===== config.mk =====
export PLATFORM = sky130hd
export DESIGN_NAME = pipeline_hazard_ctrl
export DESIGN_NICKNAME = d
export VERILOG_FILES = /design/src/rtl/pipeline_hazard_ctrl.sv
export SDC_FILE = /design/constraint.sdc
export NUM_CORES = 1
export LEC_CHECK = 0
export ABC_CLOCK_PERIOD_IN_PS = 3600
export CORE_ASPECT_RATIO = 1.5
export CORE_MARGIN = 2
export CORE_UTILIZATION = 34
export CTS_CLUSTER_DIAMETER = 100
export DETAILED_ROUTE_END_ITERATION = 16
export PLACE_DENSITY = 0.85
export SLEW_MARGIN = 20
export SYNTH_ARGS = -nofsm -noshare
export SYNTH_HDL_FRONTEND = slang
export SYNTH_SLANG_ARGS = --single-unit

===== constraint.sdc =====
create_clock -name clk -period 3.6 [get_ports clk]
set_input_delay 0.72 -clock clk [delete_from_list [all_inputs] [get_ports clk]]
set_output_delay 0.72 -clock clk [all_outputs]
set_load 0.01 [all_outputs]

===== src/rtl/pipeline_hazard_ctrl.sv =====
// -----------------------------------------------------------------------------
// pipeline_hazard_ctrl
//
// Central stall/flush sequencer for the 5-stage pipeline registers
// (PC, IF/ID, ID/EXE, EXE/MEM). Resolves load-use hazards, taken-branch
// redirects, MEM-stage exceptions and multi-cycle divide stalls.
// Outputs are combinational from the registered FSM state plus the
// same-cycle hazard inputs.
//
// Optional feature macro: PIPE_CTRL_PERF_EN
//   defined   : 32-bit stall-cycle and flush-event counters are built
//   undefined : PERF_StallCnt / PERF_FlushCnt are tied to zero
//
// Parameters
//   DIV_CYCLES  EXE occupancy of DIV/DIVU in cycles incl. release cycle (2..63)
//   CNT_W       divide down-counter width, 2**CNT_W > DIV_CYCLES
//
// Ports
//   clk, rst          clock, synchronous active-high reset
//   ID_rs, ID_rt      source registers of the instruction in ID
//   EXE_ReadMem       EXE instruction is a load
//   EXE_RFWr          EXE instruction writes a GPR
//   EXE_Dst           EXE destination register
//   EXE_BranchTaken   taken branch/jump resolved in EXE
//   EXE_IsDiv         EXE instruction is DIV/DIVU
//   MEM_ExceptValid   exception in MEM, handler redirect valid
//   IF_PCWr, IF_IDWr  PC and IF/ID write enables
//   IFID_Flush, IDEXE_Flush, EXEMEM_Flush  stage-register clears
//   EXE_Hold          ID/EXE hold during a divide
//   DIV_Start         one-cycle divider start pulse
//   DIV_Busy          divider occupied (S_BUSY)
//   PERF_StallCnt     stall-cycle counter
//   PERF_FlushCnt     flush-event counter
// -----------------------------------------------------------------------------
module pipeline_hazard_ctrl #(
   parameter int DIV_CYCLES = 32,
   parameter int CNT_W      = 6
) (
   input  logic        clk,
   input  logic        rst,
   input  logic [4:0]  ID_rs,
   input  logic [4:0]  ID_rt,
   input  logic        EXE_ReadMem,
   input  logic        EXE_RFWr,
   input  logic [4:0]  EXE_Dst,
   input  logic        EXE_BranchTaken,
   input  logic        EXE_IsDiv,
   input  logic        MEM_ExceptValid,
   output logic        IF_PCWr,
   output logic        IF_IDWr,
   output logic        IFID_Flush,
   output logic        IDEXE_Flush,
   output logic        EXE_Hold,
   output logic        EXEMEM_Flush,
   output logic        DIV_Start,
   output logic        DIV_Busy,
   output logic [31:0] PERF_StallCnt,
   output logic [31:0] PERF_FlushCnt
);

   localparam logic [1:0] S_IDLE = 2'd0;
   localparam logic [1:0] S_BUSY = 2'd1;
   localparam logic [1:0] S_DONE = 2'd2;

   logic [1:0]       state;
   logic [1:0]       state_nxt;
   logic [CNT_W-1:0] cnt;
   logic [CNT_W-1:0] cnt_nxt;
   logic             load_use;

   // Register 0 is hard-wired to zero, so it can never carry a hazard.
   always_comb begin
      load_use = EXE_ReadMem & EXE_RFWr & (EXE_Dst != 5'd0) &
                 ((EXE_Dst == ID_rs) | (EXE_Dst == ID_rt));
   end

   always_comb begin
      IF_PCWr      = 1'b1;
      IF_IDWr      = 1'b1;
      IFID_Flush   = 1'b0;
      IDEXE_Flush  = 1'b0;
      EXE_Hold     = 1'b0;
      EXEMEM_Flush = 1'b0;
      DIV_Start    = 1'b0;
      DIV_Busy     = (state == S_BUSY);
      state_nxt    = state;
      cnt_nxt      = cnt;

      if (rst) begin
         // Freeze fetch and bubble every stage register while in reset.
         IF_PCWr      = 1'b0;
         IF_IDWr      = 1'b0;
         IFID_Flush   = 1'b1;
         IDEXE_Flush  = 1'b1;
         EXEMEM_Flush = 1'b1;
         DIV_Busy     = 1'b0;
         state_nxt    = S_IDLE;
         cnt_nxt      = '0;
      end else if (MEM_ExceptValid) begin
         // Exception wins over everything, including an in-flight divide;
         // PC takes the handler address.
         IF_IDWr      = 1'b0;
         IFID_Flush   = 1'b1;
         IDEXE_Flush  = 1'b1;
         EXEMEM_Flush = 1'b1;
         state_nxt    = S_IDLE;
         cnt_nxt      = '0;
      end else if (state == S_BUSY) begin
         IF_PCWr      = 1'b0;
         IF_IDWr      = 1'b0;
         EXE_Hold     = 1'b1;
         EXEMEM_Flush = 1'b1;
         cnt_nxt      = cnt - CNT_W'(1);
         if (cnt == CNT_W'(1)) begin
            state_nxt = S_DONE;
         end
      end else if ((state == S_IDLE) && EXE_IsDiv) begin
         // Start cycle counts as the first of DIV_CYCLES; the S_DONE
         // release cycle is the last, leaving DIV_CYCLES-2 busy cycles.
         IF_PCWr      = 1'b0;
         IF_IDWr      = 1'b0;
         EXE_Hold     = 1'b1;
         EXEMEM_Flush = 1'b1;
         DIV_Start    = 1'b1;
         if (DIV_CYCLES == 2) begin
            state_nxt = S_DONE;
         end else begin
            state_nxt = S_BUSY;
            cnt_nxt   = CNT_W'(DIV_CYCLES - 2);
         end
      end else begin
         // S_IDLE without a divide, or S_DONE (EXE_IsDiv still asserted by
         // the finishing divide is deliberately ignored here).
         state_nxt = S_IDLE;
         if (EXE_BranchTaken) begin
            // Delay slot in ID proceeds, only the wrong-path fetch is killed.
            IFID_Flush = 1'b1;
         end else if (load_use) begin
            IF_PCWr     = 1'b0;
            IF_IDWr     = 1'b0;
            IDEXE_Flush = 1'b1;
         end
      end
   end

   always_ff @(posedge clk) begin
      if (rst) begin
         state <= S_IDLE;
         cnt   <= '0;
      end else begin
         state <= state_nxt;
         cnt   <= cnt_nxt;
      end
   end

`ifdef PIPE_CTRL_PERF_EN
   logic [31:0] stall_cnt;
   logic [31:0] flush_cnt;

   always_ff @(posedge clk) begin
      if (rst) begin
         stall_cnt <= 32'h0;
         flush_cnt <= 32'h0;
      end else begin
         if (!IF_PCWr) begin
            stall_cnt <= stall_cnt + 32'd1;
         end
         if (IFID_Flush | IDEXE_Flush | EXEMEM_Flush) begin
            flush_cnt <= flush_cnt + 32'd1;
         end
      end
   end

   assign PERF_StallCnt = stall_cnt;
   assign PERF_FlushCnt = flush_cnt;
`else
   assign PERF_StallCnt = 32'h0;
   assign PERF_FlushCnt = 32'h0;
`endif

endmodule

# After elaboration in Yosys (flattened, before gate mapping)
# Index checks and enable logic that the tools add are counted.
[op_classes]
addsub = 1
eq_ne = 5
mux = 34
n_bitwise = 4
n_reduce_logical = 5
[ops]
columns = ["cell", "count"]
rows = [
  ["two-way mux 1 bit", 30],
  ["two-way mux 6 bit", 2],
  ["== test 5 bit", 2],
  ["== test 6 x 1 -> 1 bit (second input constant)", 1],
  ["subtractor 6 x 1 -> 6 bit (second input constant)", 1],
  ["nonzero test 5 bit", 1],
  ["two-way mux 2 bit", 2],
  ["AND 1 bit", 3],
  ["== test 2 x 1 -> 1 bit (second input constant)", 1],
  ["logical NOT 2 bit", 1],
  ["inequality test 2 x 1 -> 1 bit (second input constant)", 1],
  ["nonzero test 2 bit", 1],
  ["OR reduction 2 bit", 1],
  ["logical AND 1 bit", 1],
  ["OR 1 bit", 1],
]
[totals]
reg_bits = 8
inputBits = 22
out_inout_bits = 72
elab_cells = 51

# Logic depth before layout (Yosys ltp)
[depth]
word_depth = 9
depth_mapped = 5
mapped_depth_nobuf = 5

# Worst setup path before layout
# No wires, ideal clock.
[synth_timing]
path_kind = "input port to output port"
start = "input port EXE_IsDiv"
end = "output port IF_PCWr"
t_arrival_ns = 1.484
t_required_ns = 2.880
path_slack_ns = 1.396
cell_stages = 3
n_path_buf = 0
path_cell_list = "o21bai_1 > nor2_1 > a311oi_1"
[synth_via]
elab_chain_len = 5
[synth_rtl]
columns = ["item", "line", "text"]
rows = [
  ["start, declared", "47", "input logic EXE_IsDiv,"],
  ["logical AND 1 bit", "117", "end else if ((state == S_IDLE) && EXE_IsDiv) begin"],
  ["two-way mux 1 bit", "117", ""],
  ["two-way mux 1 bit", "108", "end else if (state == S_BUSY) begin"],
  ["two-way mux 1 bit", "99", "end else if (MEM_ExceptValid) begin"],
  ["two-way mux 1 bit", "89", "if (rst) begin"],
  ["end, declared", "49", "output logic IF_PCWr,"],
]
# No other way between the ends.

# Worst setup path after layout
[layout_timing]
start = "input port EXE_Dst[4]"
end = "output port IDEXE_Flush"
[layout_via]
elab_chain_len = 9
elab_cells_between_ends = 12
classes_between = "2 x eq/ne; 6 x mux; 3 x bitwise; 1 x reduce/logical"
[layout_rtl]
columns = ["item", "line", "text"]
rows = [
  ["start, declared", "45", "input logic [4:0] EXE_Dst,"],
  ["== test 5 bit / nonzero test 5 bit (equally long branches)", "74, 73", ""],
  ["OR 1 bit / AND 1 bit (equally long branches)", "74, 73", ""],
  ["AND 1 bit (*)", "73", "load_use = EXE_ReadMem & EXE_RFWr & (EXE_Dst != 5'd0) &"],
  ["two-way mux 1 bit (*)", "138", "end else if (load_use) begin"],
  ["two-way mux 1 bit (*)", "135", "if (EXE_BranchTaken) begin"],
  ["two-way mux 1 bit (*)", "117", ""],
  ["two-way mux 1 bit (*)", "108", ""],
  ["two-way mux 1 bit (*)", "99", ""],
  ["two-way mux 1 bit (*)", "89", ""],
  ["end, declared", "52", "output logic IDEXE_Flush,"],
]
# Every way passes the cells marked *; elsewhere a longest branch is shown, timed or not.

==> key figures <==
Drt
  – Via count: 815
  – Post-Route WL: 1.84 mm
  – DRC: 0
  – WL per Instance: 8.84 um
  – DRT Pass-1 Iters: 4
  – Vias per cell: 3.92
  – ANT nets after route: 0
  – 1st-iter DRT viols: 9

Synthesis
  – Top FF cell, synth: dfxtp_1
  – Ys async rst share: 0
  – Post-synth EDFFs: 0
  – Syn Area/Cell: 7.62 um2
  – Area leader, netlist: buf_4
  – Synth unique cells: 27
  – Netlist Area Pre-Place: 0.00105 mm2
  – Synthesized flop and latch total: 8
  – Post-Syn Instances: 138
  – Post-synth top area share: 0.457
  – Synthesis warning total: 0
  – Ranking of synthesized cells by area: buf_4 46%, dfxtp_1 15%, xnor2_1 8.3%
  – Most used standard cell by instance count after synthesis: buf_4
  – Top cells by count, synth: 64 x buf_4, 14 x nor2_1, 10 x xnor2_1, 8 x dfxtp_1, 7 x nand2_1
  – Seq/Total Area, Yosys: 0.152

Floorplan
  – Starting Density: 0.357
  – Ports: 94
  – Die W: 49.4 um
  – Die area: 0.00356 mm2
  – # rows: 24
  – Core ar.: 0.00294 mm2
  – Chip Height: 72.1 um

Clock network
  – Post-CTS Repair Setup Buffers: 0
  – Skew-Pair Late Insertion Delay: 0.23 ns
  – Clk sinks: 8
  – CTS tree: built
  – CTS H-tree depth: 1
  – Number of CTS-inserted buffers: 3
  – Clk root buf: clkbuf_8
  – Post_cts resized: 0
  – Clock transition at path regs: 0.05 ns
  – Longest Clk Path Bufs: 2
  – CTS Hold Bufs: 0

GRT
  – Initial antenna violation count: 0
  – GRT overflow: 0
  – Gr usage total: 0.104
  – Largest net degree at the start of global routing: 12
  – First-pass GRT wire length: 2.82 mm
  – Vias in the first global route: 668

Timing
  – Final setup TNS: 0 ns
  – Min cycle time layout: 3.25 ns
  – Hold slack: 0.518 ns
  – Slew Viols, Final: 0
  – RSZ-0062 raised after global routing: no
  – Clock Skews: 0.00540 ns
  – Actual slew at the worst max-slew pin: 0.568 ns
  – Final Hold Vio Count: 0
  – Final setup fails: 0
  – Slew headroom: 0.620
  – Fin worst setup slack: 0.353 ns
  – Fmax: 308 MHz
  – Fin crit share: 0.902

Pwr
  – Leak Pwr: 0.542 nW
  – Peak VDD IR: 0.157 mV
  – Pwr dens: 266 mW/mm2
  – Overall power: 316 uW

Setup path
  – Startpoint Class: primary input
  – R2R Setup Slk: 2.07 ns
  – Reg2reg path depth: 4
  – Worst setup EP type: output pin
  – Crit path buffers/inverters: 2
  – Crit-path cells: clkdlybuf4s50_1, xnor2_1, nand3_1, o22ai_1, a31o_2, clkdlybuf4s50_1
  – Crit-path most repeated cell: clkdlybuf4s50_1
  – CP top delay family: buffers and inverters
  – CP max stage cell: clkdlybuf4s50_1
  – CP Depth: 6
  – Crit path kind: primary input to output pin
  – Max incr delay on CP: 0.56 ns
  – CP required: 2.88 ns
  – RR Endpoint: cnt[5]
  – Critical-path maximum fanout: 3
  – Arrival @ worst endpoint: 2.53 ns
  – Critical R2R Launch: state[1]

Place
  – Routability cong.: 0.716
  – IO Port Bufs: 29
  – DP HPWL: 1.61 mm
  – Post-DP Area: 0.00115 mm2
  – Placement Setup Slack: 0.337 ns

Worst hold path
  – Hold Path Sink: cnt[5]
  – WHS Path Cells: 2
  – Hold Crit Class: register to register
  – Hold Crit Start: cnt[5]

Cells and area
  – Layout area overhead: 13.3%
  – Layout cells sized above 1: 0.0533
  – Fin area: 0.00119 mm2
  – Fill cell count: 322
  – Final Net Count: 195
  – Diodes inserted: 0
  – Seq. cell area: 160 um2
  – Multi-input logic area: 632 um2

Status
  – Status: complete, no violations

Flow run
  – Max cap viols: 0
cells by family (layout without fill, tap and decap cells):
group,count (synthesis),count (layout),share of synthesized area
compound gates,14,14,0.0953
xor+xnor,10,10,0.0833
buf+inv,68,36,0.471
flops,8,8,0.152
other cells,1,64,0.00357
fa+ha+maj,2,2,0.0238
simple gates,34,34,0.160
mux,1,1,0.0107
layer usage:
layer	global-route usage	vias to the layer above	share of wire
li1	-	386	-
met1	0.0849	355	0.30
met2	0.216	70	0.54
met3	0.0453	4	0.15
met4	0.0278	0	0.012
met5	0	-	0
flip-flops by register name, indices dropped and copies added, names as in the netlist:
name	count
state	2
cnt	6
where the power goes:
part / internal [mW] / total, mW / switching, mW
sequential: 0.0926 / 0.0965 / 0.00390
combinational: 0.0467 / 0.108 / 0.0618
clock: 0.0728 / 0.111 / 0.0387
worst max path at each step:
| stage | startpoint | to | slack, ns |
|---|---|---|---|
| finish | EXE_Dst[4] | IDEXE_Flush | 0.35 |
| CTS | EXE_Dst[4] | IDEXE_Flush | 0.33 |
| global placement | EXE_Dst[4] | IDEXE_Flush | 0.37 |
| global route | EXE_Dst[4] | IDEXE_Flush | 0.24 |
| detailed placement | EXE_Dst[4] | IDEXE_Flush | 0.34 |
| floorplan | EXE_IsDiv | IF_PCWr | 1.40 |
layout make-up:
cell class / instances / share of cell area
inverters: 3 / 0.00945
repair buffers: 30 / 0.250
clock buffers: 3 / 0.0347
multi-input cells: 125 / 0.530
well taps: 39 / 0.0410
flip-flops and latches: 8 / 0.134
through the flow:
stage	utilization	cells
after floorplan	-	201
after global placement	0.391	205
after detailed placement	0.391	205
after CTS	0.405	208
after global routing	0.405	208
final	0.405	208
placed cells by master (no fill, tap or decap), drive strengths merged, types with 2 or more instances in the layout:
cell type | synthesis | routed
clkdlybuf4s50 | 0 | 29
nor2 | 14 | 14
nand3 | 3 | 3
nand2 | 7 | 7
a21oi | 4 | 4
clkbuf | 1 | 3
dfxtp | 8 | 8
ha | 2 | 2
nor3 | 3 | 3
or4 | 2 | 2
a211oi | 3 | 3
conb | 1 | 64
inv | 3 | 3
xnor2 | 10 | 10
a311oi | 2 | 2
worst register-to-register path, stage by stage (launching register included):
cell and delay, ns:
dfxtp_1 0.34, nand2b_4 0.16, or4_4 0.42, or4_1 0.40, a21oi_1 0.14
Note: power is estimated with default switching activity, not from simulation.
